--- config.mk ---
export PLATFORM = sky130hd
export DESIGN_NAME = voice_scheduler
export DESIGN_NICKNAME = d
export VERILOG_FILES = /design/src/rtl/voice_scheduler_pkg.sv /design/src/rtl/voice_slot_buffer.sv /design/src/rtl/voice_scheduler.sv
export SDC_FILE = /design/constraint.sdc
export NUM_CORES = 1
export LEC_CHECK = 0
export CAP_MARGIN = 20
export CORE_AREA = 2 2 109 111
export CTS_CLUSTER_SIZE = 25
export DETAILED_ROUTE_END_ITERATION = 10
export DIE_AREA = 0 0 111 113
export PLACE_DENSITY = 0.68
export SYNTH_ARGS = -nofsm -noshare
export SYNTH_HDL_FRONTEND = slang
export SYNTH_HIERARCHICAL = 1
export SYNTH_SLANG_ARGS = --single-unit
--- constraint.sdc ---
create_clock -name clk -period 4.8 [get_ports clk]
set_input_delay 0.72 -clock clk [delete_from_list [all_inputs] [get_ports clk]]
set_output_delay 0.72 -clock clk [all_outputs]
set_load 0.05 [all_outputs]
--- src/rtl/voice_scheduler_pkg.sv ---
// Shared audio definitions: scheduler state encodings and default voice geometry.
package voice_scheduler_pkg;

  localparam int NUM_VOICES_DEF = 4;
  localparam int DIV_W_DEF      = 12;

  typedef enum logic [1:0] {
    ST_IDLE  = 2'd0,
    ST_PLAY  = 2'd1,
    ST_DRAIN = 2'd2
  } state_t;

endpackage

--- src/rtl/voice_slot_buffer.sv ---
// One voice's divider storage: a pending buffer filled by a valid/ready handshake
// and an active register that only changes on frame-boundary commits.
module voice_slot_buffer
  import voice_scheduler_pkg::*;
#(
  parameter int DIV_W = DIV_W_DEF
) (
  input  logic             clk,
  input  logic             rst_n,
  input  logic             upd_valid,
  input  logic [DIV_W-1:0] upd_div,
  input  logic             commit,
  output logic             upd_ready,
  output logic [DIV_W-1:0] active_eff
);

  logic [DIV_W-1:0] pending;
  logic [DIV_W-1:0] active;
  logic             full;
  logic             full_nxt;
  logic             take;
  logic             drain;

  assign take     = upd_valid & upd_ready;
  assign drain    = commit & full;
  // A draining buffer is never ready, so take and drain are exclusive.
  assign full_nxt = drain ? 1'b0 : (full | take);

  always_ff @(posedge clk or negedge rst_n) begin
    if (!rst_n) begin
      full      <= 1'b0;
      upd_ready <= 1'b1;
      active    <= '0;
    end else begin
      full      <= full_nxt;
      upd_ready <= ~full_nxt;
      if (drain) active <= pending;
    end
  end

  always_ff @(posedge clk) begin
    if (take) pending <= upd_div;
  end

  // Bypass lets the output mux see a committed value on the commit edge itself.
  assign active_eff = drain ? pending : active;

endmodule

--- src/rtl/voice_scheduler.sv ---
// Time-multiplexes NUM_VOICES divider registers onto one shared sample datapath,
// committing buffered updates only at frame boundaries to avoid tearing.
module voice_scheduler
  import voice_scheduler_pkg::*;
#(
  parameter int NUM_VOICES = NUM_VOICES_DEF,
  parameter int DIV_W      = DIV_W_DEF
) (
  input  logic                          clk,
  input  logic                          rst_n,
  input  logic                          run,
  input  logic [NUM_VOICES-1:0]         upd_valid,
  input  logic [NUM_VOICES*DIV_W-1:0]   upd_div,
  output logic [NUM_VOICES-1:0]         upd_ready,
  input  logic [NUM_VOICES-1:0]         mute,
  output logic [$clog2(NUM_VOICES)-1:0] slot,
  output logic [DIV_W-1:0]              divider,
  output logic                          frame_pulse,
  output logic [1:0]                    state
);

  localparam int SLOT_W = $clog2(NUM_VOICES);

  state_t            state_q;
  state_t            state_nxt;
  logic [SLOT_W-1:0] slot_nxt;
  logic              last_slot;
  logic              commit;
  logic [DIV_W-1:0]  active_eff [NUM_VOICES];

  for (genvar v = 0; v < NUM_VOICES; v++) begin : g_voice
    voice_slot_buffer #(.DIV_W(DIV_W)) u_buf (
      .clk        (clk),
      .rst_n      (rst_n),
      .upd_valid  (upd_valid[v]),
      .upd_div    (upd_div[v*DIV_W +: DIV_W]),
      .commit     (commit),
      .upd_ready  (upd_ready[v]),
      .active_eff (active_eff[v])
    );
  end

  assign last_slot = (slot == SLOT_W'(NUM_VOICES - 1));

  always_comb begin
    state_nxt = state_q;
    slot_nxt  = slot;
    commit    = 1'b0;
    case (state_q)
      ST_IDLE: begin
        // Idle commits every edge so play always starts from the latest update.
        commit   = 1'b1;
        slot_nxt = '0;
        if (run) state_nxt = ST_PLAY;
      end
      ST_PLAY: begin
        commit   = last_slot;
        slot_nxt = slot + SLOT_W'(1);
        if (!run) state_nxt = ST_DRAIN;
      end
      ST_DRAIN: begin
        commit   = last_slot;
        slot_nxt = slot + SLOT_W'(1);
        if (run)            state_nxt = ST_PLAY;
        else if (last_slot) state_nxt = ST_IDLE;
      end
      default: begin
        state_nxt = ST_IDLE;
        slot_nxt  = '0;
      end
    endcase
  end

  // Registered outputs: slot and divider are loaded together from next-slot values.
  always_ff @(posedge clk or negedge rst_n) begin
    if (!rst_n) begin
      state_q     <= ST_IDLE;
      slot        <= '0;
      divider     <= '0;
      frame_pulse <= 1'b0;
    end else begin
      state_q     <= state_nxt;
      slot        <= slot_nxt;
      frame_pulse <= (state_nxt == ST_PLAY) && (slot_nxt == '0);
      if ((state_nxt == ST_IDLE) || mute[slot_nxt]) divider <= '0;
      else                                          divider <= active_eff[slot_nxt];
    end
  end

  assign state = state_q;

endmodule

==> results.md, run 1 <==
- Status: complete, no violations
- Fin Clk Skew: 0.00922 ns
- Reg2reg path depth: 9
- PwrDens: 781 nW/um^2
- Post-route cell area: 6500 sq um
- Clock Latency Late Sink: 0.39 ns
- DP HPWL: 6.46 mm
- Final Hold Slack: 0.274 ns
- Worst hold path type: primary input to asynchronous set/reset pin
- Switching Power: 1690 uW
- Crit path top cell by count: a21oi_1
- Measured slew at the worst slew-check pin: 0.921 ns
- Bufs on Longest Clock Path: 2
- Kind of critical path: register to register
- Cts bufs inserted: 17
- Worst setup SP type: register
- Clock root buffer: clkbuf_16
- CP max FO: 12
- Placed cell areas: 5880 sq um
- Synthesized instance count: 293
- Die height: 113 um
- Residual DRC: 0
- Post-synth top area cell: dfrtp_1
- R2R Setup Slk: 1.30 ns
- Hold Buf Count CTS: 0
- Antenna cells: 0
- Initial Util: 44.4%
- Final Wtd Congestion: 0.787
- Place WS: 1.38 ns
- # rows: 39
- Largest net degree at the start of global routing: 55
- I/O pin count: 80
- Max Cap Violations: 0
- Die area: 12500 sq um
- Fillers: 875
- Number of synthesized flops with an enable pin: 48
- Mapped Nets: 357
- CTS clk-pin slew, worst paths: 0.05 ns
- Area growth, synth to finish: 29.8%
- Synth Register Bits: 121
- Reg2reg start: state[0]$_DFF_PN0_
- Ys flop type: dfrtp_1
- Comb pwr share: 42.2%
- RSZ-0062 raised after global routing: no
- CTS Sinks: 121
- RR Endpoint: divider[2]$_DFF_PN0_
- Switch share: 33.3%
- Post-synth top area share: 34.5%
- Antenna violations before repair: 0
- Drt wl/cell: 18.3 um
- Drt pass-1 iters: 4
- Initial drt markers: 122
- Peak Freq: 286 MHz
- Critical path arrival: 3.73 ns
- # placed instances: 506
- Final worst slack: 1.30 ns
- CP peak stage delay: 0.71 ns
- Critical path data required time: 5.03 ns
- Tot GR Track Use: 16.7%
- P_leak: 0.00275 uW
- First-pass GRT wire length: 16.0 mm
- Yosys warnings: 6
- Htree depth: 4
- Most common cell in the synthesized netlist: dfrtp_1
- DRT antenna net count: 0
- Slowest-stage cell, CP: nor2_1
- GRT Residual Overflow: 0
- Final Cycle Share: 73.0%
- Internal power: 3380 uW
- Cell Area, Synth: 5010 sq um
- Setup TNS: 0 ns
- Core area: 11300 sq um
- Setup Buffers After CTS: 0
- Tmin final: 3.50 ns
- DR vias: 2665
- Die extent in x: 111 um
- Drt total wl: 9.81 mm
- Yosys cell types: 25
- Post-synth top cells: dfrtp_1, edfxtp_1, mux2_4
- Crit-path cells: inv_1 -> ha_1 -> a21oi_1 -> nor2_1 -> nand2_2 -> mux2_4 -> mux2_2 -> a21oi_1 -> a211oi_2
- Clock Power Share: 25.8%
- Share of cells above drive strength 1: 31.7%
- CTS tree: done
- Fin cells: 537
- Vias in the first global route: 2965
- Post-Syn Area per Cell: 17.1 sq um
- Fin. max-slew vios: 0
- Maximum vdd drop: 0.000437 V
- Synth area leaders: dfrtp_1, edfxtp_1, mux2_4
- CP endpoint kind: register
- # setup viols final: 0
- Seq/Total Area, Yosys: 65.4%
- PortBufs: 79
- Seq pwr share: 32.0%
- Final Hold Fails: 0
- Asr flop ratio synth: 60.3%
- Max-slew headroom: 38.4%
- Fin nets: 446
- CTS resizes: 0
- Average vias per placed instance: 4.96
-- worst max-delay path by stage --
stage / startpoint / endpoint / slack [ns]
floorplan: state[0]$_DFF_PN0_ / divider[1]$_DFF_PN0_ / 1.78
global placement: state[0]$_DFF_PN0_ / divider[1]$_DFF_PN0_ / 1.47
detailed placement: state[0]$_DFF_PN0_ / divider[2]$_DFF_PN0_ / 1.38
CTS: state[0]$_DFF_PN0_ / divider[2]$_DFF_PN0_ / 1.29
global route: state[0]$_DFF_PN0_ / divider[2]$_DFF_PN0_ / 1.02
finish: state[0]$_DFF_PN0_ / divider[2]$_DFF_PN0_ / 1.30
-- cell type report --
cell class	count	area, sq um	area share (%)
flip-flops and latches	121	3270	50.4
multi-input cells	149	1580	24.4
repair buffers	82	808	12.4
clock buffers	22	464	7.15
well taps	143	179	2.75
clock inverters	9	148	2.27
inverters	11	41.3	0.636
-- kinds of logic after synthesis --
family	synth area share (%)
buffers and inverters	3.00
adder cells (fa/ha/maj)	1.25
AO/OA/AOI/OAI	6.15
AND/OR/NAND/NOR	2.82
flip-flops	65.4
multiplexers	21.4
-- through the flow --
step	util [%]	power (uW)
floorplan	-	3330
global route	57.6	5340
detailed placement	52.2	3760
finish	57.6	5070
CTS	57.6	5120
global placement	52.2	3730
-- metal layers --
| metal | GRT usage, % | part of all wire (%) |
|---|---|---|
| met3 | 4.50 | 3.1 |
| met4 | 5.75 | 1.4 |
| met5 | 0 | 0 |
| met1 | 21.3 | 45 |
| met2 | 28.0 | 51 |
-- critical path, delay by kind of cell, from the launching register on --
family	cells	cell delay, ns
adder cells (fa/ha/maj)	1	0.42
multiplexers	2	0.76
AND/OR/NAND/NOR	2	1.24
flip-flops	1	0.45
buffers and inverters	1	0.10
AO/OA/AOI/OAI	3	0.36
-- sequential cells by signal (all words and copies together), names as in the netlist --
name,cells
frame_pulse,1
g_voice.u_buf/upd_ready,4
state,2
slot,2
g_voice.u_buf/pending,48
g_voice.u_buf/active,48
divider,12
g_voice.u_buf/full,4
-- cell usage in the layout (no fill, tap or decap), types with 2 or more instances in the layout --
| cell | count |
|---|---|
| clkdlybuf4s50_1 | 78 |
| dfrtp_1 | 69 |
| mux2_4 | 48 |
| edfxtp_1 | 48 |
| mux2i_1 | 17 |
| clkbuf_16 | 17 |
| nor2_1 | 16 |
| mux2_2 | 16 |
| inv_1 | 11 |
| a211oi_2 | 10 |
| a21oi_2 | 9 |
| a21oi_1 | 8 |
| nand2_2 | 5 |
| nand2_1 | 5 |
| ha_1 | 5 |
| bufinv_16 | 4 |
| dfstp_2 | 4 |
| clkbuf_1 | 3 |
| buf_4 | 3 |
| o21ai_0 | 2 |
| a211oi_1 | 2 |
| clkbuf_8 | 2 |
| clkinv_1 | 2 |
| clkinvlp_4 | 2 |
-- power groups by stage --
stage	clock [uW]	combinational (uW)	sequential, uW
finish	1310	2140	1620
global route	1380	2300	1660
CTS	1330	2160	1630
detailed placement	0	2120	1640
global placement	0	2090	1630
floorplan	0	1540	1790
(Power assumes the default switching activity.)
==> run 2: changes to the inputs <==
--- a/config.mk
+++ b/config.mk
@@ -10,7 +10,7 @@
 export CTS_CLUSTER_SIZE = 25
 export DETAILED_ROUTE_END_ITERATION = 10
 export DIE_AREA = 0 0 111 113
-export PLACE_DENSITY = 0.68
+export PLACE_DENSITY = 0.7
 export SYNTH_ARGS = -nofsm -noshare
 export SYNTH_HDL_FRONTEND = slang
 export SYNTH_HIERARCHICAL = 1
==> constraint.sdc (replaced) <==
create_clock -name clk -period 3 [get_ports clk]
set_input_delay 0.45 -clock clk [delete_from_list [all_inputs] [get_ports clk]]
set_output_delay 0.45 -clock clk [all_outputs]
set_load 0.05 [all_outputs]
==> run 2 against run 1 <==
Setup slack worse by 1.1 ns. Largest cell class unchanged. Clock-buffer cell count is 3 higher. Final area hardly changed. Critical path depth stayed put. First-iteration DRC count is 57% higher.
==> results.md, run 2 (synthesis gave the netlist of run 1 again) <==
- DR vias: 2661 (-0.15%)
- Multi-input logic area: 1590 sq um (+0.16%)
- Worst hold path type: primary input to asynchronous set/reset pin
- Critical path data required time: 3.25 ns (-1.78 ns)
- Final Hold Fails: 0 (unchanged)
- Cts bufs inserted: 17 (unchanged)
- CP endpoint kind: register
- Crit path top cell by count: a21oi_1
- Final Wtd Congestion: 0.796 (+1.2%)
- Largest net degree at the start of global routing: 44 (-20%)
- Fillers: 896 (+2.4%)
- Vias in the first global route: 2997 (+1.1%)
- GRT Residual Overflow: 0 (unchanged)
- Tot GR Track Use: 16.6% (-0.13 points)
- Maximum vdd drop: 0.000585 V (+34%)
- Fin Clk Skew: 0.00652 ns (-0.00271 ns)
- Htree depth: 4 (unchanged)
- Sequential cell area: 3270 sq um (unchanged)
- CP max FO: 12 (unchanged)
- # placed instances: 509 (+0.59%)
- Biggest regs: g_voice.u_buf/active: 48 flops, g_voice.u_buf/pending: 48 flops, divider: 12 flops
- Setup TNS: 0 ns (unchanged)
- DRT antenna net count: 0 (unchanged)
- CTS clk-pin slew, worst paths: 0.06 ns (about the same)
- Antenna cells: 0 (unchanged)
- PwrDens: 1230 nW/um^2 (+57%)
- Initial Util: 44.4% (unchanged)
- First-pass GRT wire length: 15.7 mm (-1.9%)
- Drt pass-1 iters: 4 (unchanged)
- Fin cells: 541 (+0.74%)
- # rows: 39 (unchanged)
- Drt wl/cell: 17.9 um (-1.9%)
- Drt total wl: 9.69 mm (-1.2%)
- Bufs on Longest Clock Path: 2 (unchanged)
- Placed cell areas: 5920 sq um (+0.64%)
- CP peak stage delay: 0.44 ns (-0.27 ns)
- # setup viols final: 0 (unchanged)
- RSZ-0062 raised after global routing: no
- Post-route cell area: 6490 sq um (about the same)
- CTS tree: done
- Residual DRC: 0 (unchanged)
- Final Hold Slack: 0.108 ns (-0.165 ns)
- Reg2reg path depth: 9 (unchanged)
- Peak Freq: 356 MHz (+25%)
- Crit-path cells: inv_1 -> ha_1 -> a21oi_1 -> nor2_2 -> nand2_2 -> mux2_4 -> mux2_2 -> a21oi_1 -> a211oi_2
- Status: complete, no violations
- Most frequent cells in the layout: clkdlybuf4s50_1, dfrtp_1, mux2_4, edfxtp_1, clkbuf_16
- Worst setup SP type: register
- Initial drt markers: 191 (+57%)
- Antenna violations before repair: 0 (unchanged)
- Die height: 113 um (unchanged)
- Clock Latency Late Sink: 0.41 ns (+0.02 ns)
- Kind of critical path: register to register
- Area growth, synth to finish: 29.7% (about the same)
- Share of cells above drive strength 1: 32.9% (+1.2 points)
- Slowest-stage cell, CP: dfrtp_1
- Tmin final: 2.81 ns (-0.694 ns)
- Max Cap Violations: 0 (unchanged)
- Die extent in x: 111 um (unchanged)
- Fin. max-slew vios: 0 (unchanged)
- Measured slew at the worst slew-check pin: 0.898 ns (-0.0232 ns)
- DP HPWL: 6.69 mm (+3.5%)
- Critical path arrival: 3.06 ns (-0.67 ns)
- Clock root buffer: clkbuf_16
- Average vias per placed instance: 4.92 (-0.89%)
- Fin nets: 449 (+0.67%)
- Final Cycle Share: 93.6% (+21 points)
- CTS resizes: 0 (unchanged)
- Commonest non-fill, non-tap cell in the layout: clkdlybuf4s50_1
- Core area: 11300 sq um (unchanged)
- Die area: 12500 sq um (unchanged)
- Max-slew headroom: 40.1% (+1.8 points)
- PortBufs: 79 (unchanged)
- Setup Buffers After CTS: 0 (unchanged)
- Pwr Total: 7960 uW (+57%)
- Hold Buf Count CTS: 0 (unchanged)
- CTS Sinks: 121 (unchanged)
- I/O pin count: 80 (unchanged)
- P_leak: 0.00276 uW (+0.35%)
-- run 2: cell types whose count changed in the layout (fill, tap and decap cells not counted), sizes merged --
cell      before  now
buf            4    7
bufinv         4    1
clkbuf        22   25
clkinv         3    4
clkinvlp       2    1
inv           11   12
-- run 2: worst max-delay path: cells and delay by family (launching register included) --
family	cells	cell delay [ns]
mux	2	0.68
simple gates	2	0.62
fa+ha+maj	1	0.42
compound gates	3	0.36
flops	1	0.44
buf+inv	1	0.11
-- run 2: final cells by class --
type                            instances  area share (%)
Clock buffer                           25            7.80
Inverter                               11           0.636
Timing Repair Buffer                   85            13.0
Sequential cell                       121            50.4
Tap cell                              143            2.76
Clock inverter                          7           0.983
Multi-Input combinational cell        149            24.4
-- run 2: metal layers --
metal  routed length, um  share of wire [%]  track usage, %
met1                4290                 44            20.4
met2                4910                 51            27.8
met3                 322                3.3            4.98
met4                 161                1.7            6.50
met5                   0                  0               0
-- run 2: stage by stage --
stage	utilization, %	setup slack, ns
2_1_floorplan	-	0.154
5_1_grt	57.6	0.00818
6_report	57.6	0.192
4_1_cts	57.6	0.182
3_3_place_gp	52.5	0.366
3_5_place_dp	52.5	0.182
-- run 2: power by group --
part / leakage, uW / internal (uW) / switching, uW
combinational: 0.00114 / 1650 / 1770
clock: 0.000282 / 1250 / 674
sequential: 0.00134 / 2370 / 247
total: 0.00276 / 5260 / 2690
-- run 2: worst paths after layout --
check / from / endpoint / slack (ns)
hold reg to reg: g_voice[0].u_buf/pending[9]$_DFFE_PP_ / g_voice[0].u_buf/active[9]$_DFF_PN0_ / 0.48
hold / removal: rst_n / g_voice[0].u_buf/active[4]$_DFF_PN0_ / 0.11
max in group asynchronous: rst_n / g_voice[2].u_buf/active[11]$_DFF_PN0_ / 2.20
setup reg to reg: state[0]$_DFF_PN0_ / divider[1]$_DFF_PN0_ / 0.19
setup / recovery: state[0]$_DFF_PN0_ / divider[1]$_DFF_PN0_ / 0.19
min in group clk: g_voice[0].u_buf/pending[9]$_DFFE_PP_ / g_voice[0].u_buf/active[9]$_DFF_PN0_ / 0.48
==> run 3: changes to the inputs <==
--- a/config.mk
+++ b/config.mk
@@ -10,7 +10,8 @@
 export CTS_CLUSTER_SIZE = 25
 export DETAILED_ROUTE_END_ITERATION = 10
 export DIE_AREA = 0 0 111 113
-export PLACE_DENSITY = 0.7
+export GPL_ROUTABILITY_DRIVEN = 1
+export PLACE_DENSITY = 0.68
 export SYNTH_ARGS = -nofsm -noshare
 export SYNTH_HDL_FRONTEND = slang
 export SYNTH_HIERARCHICAL = 1
==> constraint.sdc (replaced) <==
create_clock -name clk -period 2.9 [get_ports clk]
set_input_delay 0.435 -clock clk [delete_from_list [all_inputs] [get_ports clk]]
set_output_delay 0.435 -clock clk [all_outputs]
set_load 0.05 [all_outputs]
==> run 3 against run 2 <==
Setup slack better by 0.053 ns. Clock skew grew 0.0080 ns. Clock-buffer cell count fell by 2. Worst hold slack worse by 0.0035 ns. Non-clock buffer count rose by 1. Critical path depth unchanged. Sequential power up 3%. Combinational power increased by 5%. Sequential share of layout area is essentially flat.
==> results.md, run 3 (synthesis gave the netlist of run 1 again) <==
- CTS clk-pin slew, worst paths: 0.05 ns (about the same)
- Place WS: -0.0213 ns (-0.203 ns)
- Setup Buffers After CTS: 0 (unchanged)
- Fin cells: 542 (+0.18%)
- Max Cap Violations: 0 (unchanged)
- CTS resizes: 2 (+2)
- Max-slew headroom: 43.7% (+3.5 points)
- Cts bufs inserted: 17 (unchanged)
- Fin Clk Skew: 0.0145 ns (+0.00798 ns)
- Worst hold path type: primary input to asynchronous set/reset pin
- Critical path data required time: 3.13 ns (-0.12 ns)
- Drt wl/cell: 17.9 um (-0.11%)
- P_leak: 0.00277 uW (+0.22%)
- CTS Sinks: 121 (unchanged)
- Tot GR Track Use: 16.4% (-0.17 points)
- CTS tree: done
- DP HPWL: 6.70 mm (+0.11%)
- # setup viols final: 0 (unchanged)
- Largest net degree at the start of global routing: 43 (-2.3%)
- Residual DRC: 0 (unchanged)
- CP endpoint kind: register
- R2R Setup Slk: 0.24 ns (+0.05 ns)
- # rows: 39 (unchanged)
- Peak Freq: 377 MHz (+5.8%)
- PwrDens: 1260 nW/um^2 (+2.8%)
- Most frequent cells in the layout: clkdlybuf4s50_1, dfrtp_1, mux2_4, edfxtp_1
- Fin. max-slew vios: 0 (unchanged)
- Bufs on Longest Clock Path: 2 (unchanged)
- Initial Util: 44.4% (unchanged)
- DRT antenna net count: 0 (unchanged)
- Commonest non-fill, non-tap cell in the layout: clkdlybuf4s50_1
- Die extent in x: 111 um (unchanged)
- Clock root buffer: clkbuf_16
- First-pass GRT wire length: 15.7 mm (unchanged)
- Clock Latency Late Sink: 0.40 ns (about the same)
- Final Hold Fails: 0 (unchanged)
- Crit-path cells: inv_1 -> ha_1 -> a21oi_1 -> nor2_4 -> nand2_4 -> mux2_2 -> mux2_2 -> a21oi_1 -> a211oi_1
- I/O pin count: 80 (unchanged)
- Die height: 113 um (unchanged)
- Antenna violations before repair: 0 (unchanged)
- Status: complete, no violations
- Final Cycle Share: 91.6% (-2.0 points)
- Final Wtd Congestion: 0.845 (+6.1%)
- Maximum vdd drop: 0.000813 V (+39%)
- Die area: 12500 sq um (unchanged)
- Placed cell areas: 5930 sq um (+0.13%)
- Worst setup SP type: register
- Area growth, synth to finish: 29.8% (about the same)
- GRT Residual Overflow: 0 (unchanged)
- Hold Buf Count CTS: 0 (unchanged)
- Final Hold Slack: 0.105 ns (-0.00354 ns)
- Kind of critical path: register to register
- Drt total wl: 9.70 mm (about the same)
- Final worst slack: 0.244 ns (+0.0527 ns)
- # placed instances: 510 (+0.20%)
- CP peak stage delay: 0.45 ns (about the same)
- Share of cells above drive strength 1: 32.6% (-0.33 points)
- Biggest regs: g_voice.u_buf/active: 48 flops, g_voice.u_buf/pending: 48 flops, divider: 12 flops
- RSZ-0062 raised after global routing: no
- PortBufs: 79 (unchanged)
- Fin nets: 450 (+0.22%)
- Post-route cell area: 6500 sq um (about the same)
- Tmin final: 2.66 ns (-0.153 ns)
- Average vias per placed instance: 4.94 (+0.45%)
- CP max FO: 12 (unchanged)
- Critical path arrival: 2.88 ns (-0.18 ns)
- Measured slew at the worst slew-check pin: 0.845 ns (-0.0525 ns)
- DR vias: 2678 (+0.64%)
- Fillers: 889 (-0.78%)
- Initial drt markers: 83 (-57%)
- Vias in the first global route: 3020 (+0.77%)
- Drt pass-1 iters: 4 (unchanged)
- Htree depth: 4 (unchanged)
- Core area: 11300 sq um (unchanged)
- Slowest-stage cell, CP: dfrtp_1
- Antenna cells: 0 (unchanged)
[run 3: cell count changes in the layout (fill, tap and decap cells not counted)]
cell / before / now
buf_4: 5 / 6
clkbuf_16: 18 / 17
clkbuf_8: 3 / 2
clkinv_1: 0 / 2
clkinv_2: 4 / 3
clkinvlp_4: 1 / 3
inv_4: 1 / 0
nand2_2: 5 / 1
nand2_4: 0 / 4
nor2_2: 1 / 0
nor2_4: 0 / 1
[run 3: path summary, 6_finish.rpt]
kind,from,end,cells past startpoint
worst min register to register,g_voice[1].u_buf/pending[0]$_DFFE_PP_,g_voice[1].u_buf/active[0]$_DFF_PN0_,1
min in group clk,g_voice[1].u_buf/pending[0]$_DFFE_PP_,g_voice[1].u_buf/active[0]$_DFF_PN0_,1
worst max register to register,state[0]$_DFF_PN0_,divider[11]$_DFF_PN0_,9
max in group asynchronous,rst_n,g_voice[2].u_buf/upd_ready$_DFF_PN1_,2
worst max-delay path,state[0]$_DFF_PN0_,divider[11]$_DFF_PN0_,9
worst min-delay path,rst_n,g_voice[3].u_buf/active[6]$_DFF_PN0_,1
[run 3: worst max-delay path: cells and delay by family, from the launching register on]
kind	cells	cell delay, ns
AO/OA/AOI/OAI	3	0.38
adder cells (fa/ha/maj)	1	0.31
buffers and inverters	1	0.11
flip-flops	1	0.45
multiplexers	2	0.63
AND/OR/NAND/NOR	2	0.60
[run 3: metal layers]
metal | GRT usage (%) | share of wire, % | vias up
met4 | 5.92 | 1.1 | 0
met3 | 4.39 | 4.1 | 7
met1 | 20.7 | 44 | 1344
met2 | 27.6 | 51 | 79
li1 | - | - | 1248
met5 | 0 | 0 | -
[run 3: cell type report]
type	instances	area, sq um	share of cell area [%]
clock buffers	23	468	7.20
clock inverters	9	75.1	1.16
inverters	11	41.3	0.635
multi-input cells	149	1610	24.8
flip-flops and latches	121	3270	50.4
well taps	143	179	2.75
repair buffers	86	851	13.1
[run 3: metrics by stage]
stage                     util, %  total power (uW)  TNS (ns)
after floorplan                 -              5520         0
after global placement       52.6              6200         0
after detailed placement     52.6              6270   -0.0213
after CTS                    57.5              8230         0
after global routing         57.6              8620         0
final                        57.6              8180         0
[run 3: power by group]
part           switching, uW  internal [uW]  leakage [uW]
clock                    687           1210      0.000258
sequential               253           2450       0.00134
combinational           1860           1720       0.00118
total                   2800           5380       0.00277
==> edit, RTL diff (settings of run 3) <==
Register the input `upd_div` before use, with the module's reset. The logic sees it one clock later. The other inputs are not delayed to match.
--- a/src/rtl/voice_scheduler.sv
+++ b/src/rtl/voice_scheduler.sv
@@ -23,2 +23,12 @@
 
+  logic [NUM_VOICES*DIV_W-1:0] upd_div_q;
+
+  always_ff @(posedge clk or negedge rst_n) begin
+    if (!rst_n) begin
+      upd_div_q <= '0;
+    end else begin
+      upd_div_q <= upd_div;
+    end
+  end
+
   state_t            state_q;
@@ -35,3 +45,3 @@
       .upd_valid  (upd_valid[v]),
-      .upd_div    (upd_div[v*DIV_W +: DIV_W]),
+      .upd_div    (upd_div_q[v*DIV_W +: DIV_W]),
       .commit     (commit),
Function: changed (Yosys sat finds a counterexample within 4 cycles, from zero or initial values and one cycle with rst_n low).
==> edit against run 3 <==
  * Synthesized area increased by 24%
  * Sequential cell count increased by 48
  * Final area increased by 20%
  * Wire length increased by 6.1%
  * Core utilization increased by 12 points
  * Clock skew decreased by 0.0042 ns
  * Critical path depth increased by 1
  * Global-route usage increased by 1.6 points
  * Fmax decreased by 0.67%
  * Power increased by 13%
  * Worst setup slack got worse by 0.018 ns
  * Critical endpoint unchanged
  * Largest power group unchanged
==> edit: results (changes against run 3) <==
stage,metric,value,unit,change
status,result_of_the_run,completed,,
placement,postPlaceCellArea,7130,um2,+20%
placement,place_worst_setup_slack,-0.121,ns,-0.0995 ns
detailed_routing,route.met2.wl,4980,um,+0.42%
finish,largestRegisters,"g_voice.u_buf/active: 48 flops, g_voice.u_buf/pending: 48 flops, upd_div_q: 48 flops",,
detailed_routing,detailroute.via_count,3019,,+13%
pwr,vdd_ir_drop_max,0.701,mV,-14%
logic_synthesis,mappedNetlistNets,405,,+13%
placement,placedCellCount,557,,+9.2%
global_routing,globalRouteMet3Util,5.95,%,+1.6 points
global_routing,met1_usage,25.2,%,+4.5 points
detailed_routing,drt_first_iter_violations,125,,+51%
finish,finish.cell_count_without_fillers,592,,+9.2%
setup_path,reg2regPathDepth,10,,+1
finish,fraction_of_final_layout_cells_sized_beyond_drive_strength_1,30.5,%,-2.1 points
setup_path,crit_arrival,2.92,ns,+0.04 ns
setup_path,critPathMaxStageDelay,0.41,ns,-0.04 ns
placement,dpl.hpwl,6900,um,+3.1%
global_routing,groute.usage.overall,18.1,%,+1.6 points
global_routing,vias_in_the_first_global_route,3127,,+3.5%
timing,slew_headroom,44.1,%,+0.49 points
pwr,p_sw,2.99,mW,+6.7%
timing,fmax,374,MHz,-0.67%
timing,final.setup_skew,0.0102,ns,-0.00425 ns
finish,final_util,69.2,%,+12 points
logic_synthesis,syn_inst,341,,+16%
setup_path,worstPathMaxFanout,12,,unchanged
placement,place_congestion,0.882,,+4.3%
logic_synthesis,synthTopCellsByArea,"sky130_fd_sc_hd__dfrtp_1, sky130_fd_sc_hd__edfxtp_1, sky130_fd_sc_hd__mux2_4, sky130_fd_sc_hd__mux2_2, sky130_fd_sc_hd__mux2i_1",,
detailed_routing,first_pass_iters,4,,unchanged
detailed_routing,wl_met1,4620,um,+9.1%
cts,clkLatencyLatePin,0.42,ns,+0.02 ns
global_routing,largest_net_degree_at_the_start_of_global_routing,55,,+28%
global_routing,grt_antenna_before_repair,0,,unchanged
finish,fin_nets,500,,+11%
pwr,total_leakage_power,3.38,nW,+22%
setup_path,critical_path.slowest_cell,sky130_fd_sc_hd__dfrtp_1,,
setup_path,setup.reg_to_reg.worst_slack,0.23,ns,-0.02 ns
logic_synthesis,asyncSetResetFlopFracSynth,71.6,%,+11 points
detailed_routing,dr_wl_met3,584,um,+46%
global_routing,globalRouteMet2Util,27.3,%,-0.29 points
global_routing,global_route_wire_length_before_repair,16900,um,+8.2%
==> edit: worst max-delay path, delay by kind of cell, from the launching register on <==
kind                       cells  cell delay, ns
buffers and inverters          2            0.26
DFF                            1            0.41
AOI/OAI and AO/OA              3            0.51
adders and majority gates      1            0.40
muxes                          2            0.64
and+or+nand+nor                2            0.29
==> edit: layout make-up <==
cell class | instances | area (um2)
timing repair buffer | 88 | 881
tap | 143 | 179
clock buffer | 22 | 494
clock inverter | 10 | 115
sequential | 169 | 4470
inverter | 11 | 41.3
multi-input combinational | 149 | 1610
fill | 762 | 3480
==> edit: power groups by stage <==
stage | logic [mW] | registers, mW | clock network [mW]
2_1_floorplan | 2.55 | 3.68 | 0
3_3_place_gp | 3.50 | 3.42 | 0
3_5_place_dp | 3.55 | 3.43 | 0
4_1_cts | 3.59 | 3.40 | 2.30
5_1_grt | 3.92 | 3.47 | 2.41
6_report | 3.64 | 3.40 | 2.24
==> edit: kinds of logic after synthesis <==
kind of cell	Yosys count	synth area share, %
DFF	169	72.1
muxes	81	17.3
and+or+nand+nor	29	2.28
buffers and inverters	23	2.42
AOI/OAI and AO/OA	34	4.96
adders and majority gates	5	1.01
==> edit: worst min path at each step <==
stage,endpoint,slack (ns),startpoint
2_1_floorplan,divider[0]$_DFF_PN0_,0.14,rst_n
3_3_place_gp,g_voice[1].u_buf/pending[1]$_DFFE_PP_,0.40,upd_div_q[13]$_DFF_PN0_
3_5_place_dp,g_voice[0].u_buf/pending[4]$_DFFE_PP_,0.40,upd_div_q[4]$_DFF_PN0_
4_1_cts,upd_div_q[45]$_DFF_PN0_,0.05,rst_n
5_1_grt,upd_div_q[45]$_DFF_PN0_,0.08,rst_n
6_report,upd_div_q[45]$_DFF_PN0_,0.03,rst_n
